$ cat src/rtl/nibble_serial_sub_pkg.sv
// Shared ALU definitions for the nibble-serial subtractor: controller states and slice width.
package nibble_serial_sub_pkg;

  localparam int NIBBLE_W = 4;

  typedef enum logic [1:0] {
    IDLE = 2'd0,
    RUN  = 2'd1,
    DONE = 2'd2
  } state_t;

endpackage

$ cat src/rtl/four_bit_sub.sv
// Combinational 4-bit subtract slice: diff = a + ~b + cin, with carry out and signed overflow.
module four_bit_sub
  import nibble_serial_sub_pkg::*;
(
  input  logic [NIBBLE_W-1:0] a,
  input  logic [NIBBLE_W-1:0] b,
  input  logic                cin,
  output logic [NIBBLE_W-1:0] diff,
  output logic                cout,
  output logic                ovf
);

  logic [3:0] low;
  logic [1:0] high;
  logic       c3;

  // Split at the MSB so the carry into bit 3 is available for overflow detection.
  always_comb begin
    low  = {1'b0, a[2:0]} + {1'b0, ~b[2:0]} + {3'b000, cin};
    c3   = low[3];
    high = {1'b0, a[3]} + {1'b0, ~b[3]} + {1'b0, c3};
    diff = {high[0], low[2:0]};
    cout = high[1];
    ovf  = c3 ^ high[1];
  end

endmodule

$ cat src/rtl/nibble_serial_sub.sv
// Multi-cycle WIDTH-bit subtractor that runs one four_bit_sub slice over the operands, LS nibble first.
module nibble_serial_sub
  import nibble_serial_sub_pkg::*;
#(
  parameter int WIDTH = 16
) (
  input  logic             clk,
  input  logic             rst,
  input  logic             start,
  input  logic [WIDTH-1:0] a,
  input  logic [WIDTH-1:0] b,
  input  logic             borrow_in,
  output logic             busy,
  output logic             done,
  output logic [WIDTH-1:0] diff,
  output logic             carry_out,
  output logic             overflow,
  output logic             zero,
  output logic             negative
);

  localparam int NIB   = WIDTH / NIBBLE_W;
  localparam int IDX_W = (NIB > 1) ? $clog2(NIB) : 1;
  localparam logic [IDX_W-1:0] LAST_IDX = IDX_W'(NIB - 1);

  state_t                          state;
  logic [IDX_W-1:0]                idx;
  logic                            carry_q;
  logic [NIB-1:0][NIBBLE_W-1:0]    a_q;
  logic [NIB-1:0][NIBBLE_W-1:0]    b_q;
  logic [NIB-1:0][NIBBLE_W-1:0]    diff_acc;
  logic [NIB-1:0][NIBBLE_W-1:0]    acc_next;

  logic [NIBBLE_W-1:0] s_diff;
  logic                s_cout;
  logic                s_ovf;

  four_bit_sub u_slice (
    .a    (a_q[idx]),
    .b    (b_q[idx]),
    .cin  (carry_q),
    .diff (s_diff),
    .cout (s_cout),
    .ovf  (s_ovf)
  );

  // Accumulator with the current nibble merged in, so the final edge can publish the full result.
  always_comb begin
    acc_next      = diff_acc;
    acc_next[idx] = s_diff;
  end

  assign busy = (state == RUN);
  assign done = (state == DONE);

  always_ff @(posedge clk) begin
    if (rst) begin
      state     <= IDLE;
      idx       <= '0;
      carry_q   <= 1'b0;
      a_q       <= '0;
      b_q       <= '0;
      diff_acc  <= '0;
      diff      <= '0;
      carry_out <= 1'b0;
      overflow  <= 1'b0;
      zero      <= 1'b0;
      negative  <= 1'b0;
    end else begin
      case (state)
        IDLE, DONE: begin
          if (start) begin
            a_q     <= a;
            b_q     <= b;
            carry_q <= borrow_in;
            idx     <= '0;
            state   <= RUN;
          end else begin
            state <= IDLE;
          end
        end
        RUN: begin
          diff_acc <= acc_next;
          carry_q  <= s_cout;
          idx      <= idx + 1'b1;
          // Visible outputs change only here; partial nibbles never reach diff.
          if (idx == LAST_IDX) begin
            diff      <= acc_next;
            carry_out <= s_cout;
            overflow  <= s_ovf;
            zero      <= (acc_next == '0);
            negative  <= acc_next[NIB-1][NIBBLE_W-1];
            idx       <= '0;
            state     <= DONE;
          end
        end
        default: state <= IDLE;
      endcase
    end
  end

endmodule

$ cat config.mk
export PLATFORM = sky130hd
export DESIGN_NAME = nibble_serial_sub
export DESIGN_NICKNAME = d
export VERILOG_FILES = /design/src/rtl/nibble_serial_sub_pkg.sv /design/src/rtl/four_bit_sub.sv /design/src/rtl/nibble_serial_sub.sv
export SDC_FILE = /design/constraint.sdc
export NUM_CORES = 1
export LEC_CHECK = 0
export CAP_MARGIN = 20
export CORE_MARGIN = 2
export CORE_UTILIZATION = 39
export CTS_CLUSTER_DIAMETER = 150
export DETAILED_ROUTE_END_ITERATION = 6
export PLACE_DENSITY_LB_ADDON = 0.3
export SLEW_MARGIN = 20
export SYNTH_ARGS = -nofsm -noshare
export SYNTH_HDL_FRONTEND = slang
export SYNTH_SLANG_ARGS = --single-unit
$ cat constraint.sdc
create_clock -name clk -period 4.19 [get_ports clk]
set_clock_uncertainty 0.2 [all_clocks]
set_input_delay 0.6285 -clock clk [delete_from_list [all_inputs] [get_ports clk]]
set_output_delay 0.6285 -clock clk [all_outputs]
set_load 0.01 [all_outputs]
==> results.json <==
{
  "diodes": 0,
  "drc": 0,
  "critical-path-max-stage-delay_ns": 0.60,
  "synth_top_area_cell": "dfxtp_1",
  "fill_cells": 736,
  "worstMarginPinSlew_ns": 0.8212,
  "slew_viol_final": 0,
  "firstDrtPassIters": 4,
  "synth_top_area_frac": 0.4491,
  "dieArea_um2": 8733,
  "numCtsBuffers": 9,
  "totalPowerFinal_mw": 1.499,
  "die_x_um": 93.45,
  "cts_sinks": 70,
  "crit_path_end_kind": "flop",
  "multiInputGateArea_um2": 1485,
  "synth_warnings": 0,
  "p_leak_nw": 1.368,
  "syn2layout_area_growth_pct": 23.18,
  "viasPerCell": 4.938,
  "syn_nets": 398,
  "place_inst": 485,
  "drv_cap": 0,
  "track_usage": 0.1630,
  "core_um2": 7727,
  "synth_seq_cells": 70,
  "ir_drop_uv": 178.8,
  "worst_slack_ns": 0.6725,
  "grt.overflow.total": 0,
  "cp_slowest_cell": "fa_1",
  "status": "complete, no violations",
  "finalWeightedCongestion": 0.7896,
  "rrSetupSlack_ns": 0.67,
  "cts_setup_buffers": 0,
  "crit_buf_inv": 1,
  "antenna_found_initial": 0,
  "worstHoldEndpoint": "diff[10]$_SDFFE_PP0P_",
  "drive_gt1_frac": 0.08772,
  "io_pins": 58,
  "fmax_mhz": 284.3,
  "final_hold_viol_count": 0,
  "yosysMostFrequentCell": "nand2_1",
  "netlist_instances": 353,
  "r2r_cells": 11,
  "grt_max_degree": 47,
  "die_y_um": 93.45,
  "syn_avg_cell_area_um2": 8.840,
  "hold_depth": 2,
  "clock_latency_ns": 0.35,
  "wl_per_cell_um": 13.30,
  "register_area_um2": 1401,
  "r2r-end": "zero$_SDFFE_PP0P_",
  "hp-class": "reg -> reg",
  "yosysUniqueCellTypes": 42,
  "htree_num_levels": 3,
  "layoutNonFillerInstCount": 501,
  "hold_ws_ns": 0.2509,
  "synth_area_um2": 3120,
  "crit_family": "adder cells",
  "cellPowerDensity_nw_per_um2": 389.9,
  "clock_path_buffers": 2,
  "port_buffers": 57,
  "crit_path_cell_trace": "buf_4 -> mux4_2 -> ha_1 -> a21o_1 -> a21oi_1 -> fa_1 -> nand2_1 -> o21ai_0 -> and3_1 -> nand3_1 -> o21ai_1",
  "setup_violations": 0,
  "cts_root_buf": "clkbuf_8",
  "ant_nets": 0,
  "cp.required_ns": 4.23,
  "arrival_ns": 3.55,
  "worst-setup-path-type": "reg -> reg",
  "finalCritPeriodShare": 0.8395,
  "final_util": 0.4974,
  "num_vias": 2474,
  "r2r_start": "idx[0]$_SDFFE_PP0P_",
  "post-route-min-period_ns": 3.517,
  "row_count": 32,
  "finalSetupTns_ns": 0,
  "rsz0062_at_grt": "false",
  "place_area_um2": 3651,
  "ctsHoldBuffers": 0,
  "drtIter0Drc": 74,
  "ys_top_cells_by_area": "dfxtp_1 (45%), nand2_1 (10%), a21oi_1 (7.4%), mux4_2 (5.8%), mux2i_1 (3.8%)",
  "hold_start": "diff[10]$_SDFFE_PP0P_",
  "cts_tree": "built",
  "grt_pass1_wl_um": 11140,
  "synth_edf_count": 0,
  "start_kind": "flop",
  "critPathMaxFanout": 9,
  "final_area_um2": 3844,
  "initial_core_util": 0.4038,
  "grt_pass1_vias": 2350,
  "nets": 439,
  "totalWireLength_um": 6662,
  "cts.repair.resized": 0,
  "clkSlewWorstSetupHoldPaths_ns": 0.07,
  "pre_cts_slack_ns": 0.6833,
  "synth_ff_type": "dfxtp_1",
  "synth_commonest_cells": "nand2_1 (83), dfxtp_1 (70), a21oi_1 (46), nor2_1 (30)",
  "ys_seq_area_frac": 0.4491,
  "dp_hpwl_um": 4671,
  "slew_headroom": 0.4525,
  "postSynth.asyncResetShare": 0
}
## worst min-delay path, delay by kind of cell, from the launching register on
family,cells,cell delay (ns)
compound gates,1,0.05
flops,1,0.31
simple gates,1,0.05
## placed cells by master (no fill, tap or decap), types with 2 or more instances in the layout
master           synthesis  layout
nand2_1                 83      83
dfxtp_1                 70      70
clkdlybuf4s50_1          0      56
a21oi_1                 46      46
nor2_1                  30      30
mux2i_1                 12      12
a211oi_1                12      12
inv_1                   10      10
clkbuf_8                 0       9
mux4_2                   8       8
ha_1                     6       6
o211ai_1                 4       4
o21ai_0                  4       4
buf_4                    2       4
nor2b_1                  3       3
o21a_1                   3       3
nor3_1                   3       3
fa_1                     3       3
clkinv_2                 0       3
and2b_1                  2       2
xnor2_1                  2       2
a211oi_2                 2       2
and2_1                   2       2
clkinv_4                 0       2
## cells by family (layout without fill, tap and decap cells)
logic type / count (synthesis) / after routing / share of synthesized area
adder cells (fa/ha/maj): 9 / 9 / 0.04330
AND/OR/NAND/NOR: 132 / 132 / 0.1780
multiplexers: 20 / 20 / 0.09623
XOR/XNOR: 2 / 2 / 0.005614
AO/OA/AOI/OAI: 78 / 78 / 0.1520
buffers and inverters: 42 / 88 / 0.07578
flip-flops: 70 / 70 / 0.4491
## how the worst max path moves through the flow
stage / startpoint / endpoint / cells after the start
2_1_floorplan: idx[0]$_SDFFE_PP0P_ / zero$_SDFFE_PP0P_ / 12
3_3_place_gp: idx[0]$_SDFFE_PP0P_ / zero$_SDFFE_PP0P_ / 11
3_5_place_dp: idx[0]$_SDFFE_PP0P_ / zero$_SDFFE_PP0P_ / 11
4_1_cts: idx[0]$_SDFFE_PP0P_ / zero$_SDFFE_PP0P_ / 11
5_1_grt: idx[0]$_SDFFE_PP0P_ / zero$_SDFFE_PP0P_ / 11
6_report: idx[0]$_SDFFE_PP0P_ / zero$_SDFFE_PP0P_ / 11
## final cells by class
type	instances	share of cell area
repair buffers	61	0.1549
clock buffers	10	0.03320
flip-flops and latches	70	0.3646
well taps	102	0.03320
clock inverters	6	0.01628
multi-input cells	241	0.3864
inverters	11	0.01139
## state kept, by name, summed over array words and instances, names as in the netlist
name       cells
idx            2
diff_acc      14
overflow       1
b_q           16
diff          16
carry_q        1
zero           1
state          2
a_q           16
carry_out      1
## power breakdown
group | internal [mW] | leakage, nW | switching, mW | total [mW]
combinational | 0.117 | 0.698 | 0.142 | 0.259
clock | 0.274 | 0.100 | 0.252 | 0.526
sequential | 0.694 | 0.570 | 0.0200 | 0.714
## per-layer routing
layer | GRT usage | share of wire | vias up
met5 | 0 | 0 | -
met4 | 0.04289 | 0.0087 | 0
met3 | 0.05238 | 0.057 | 7
met2 | 0.2674 | 0.49 | 68
met1 | 0.2070 | 0.45 | 1129
li1 | - | - | 1270
(Power assumes the default switching activity.)
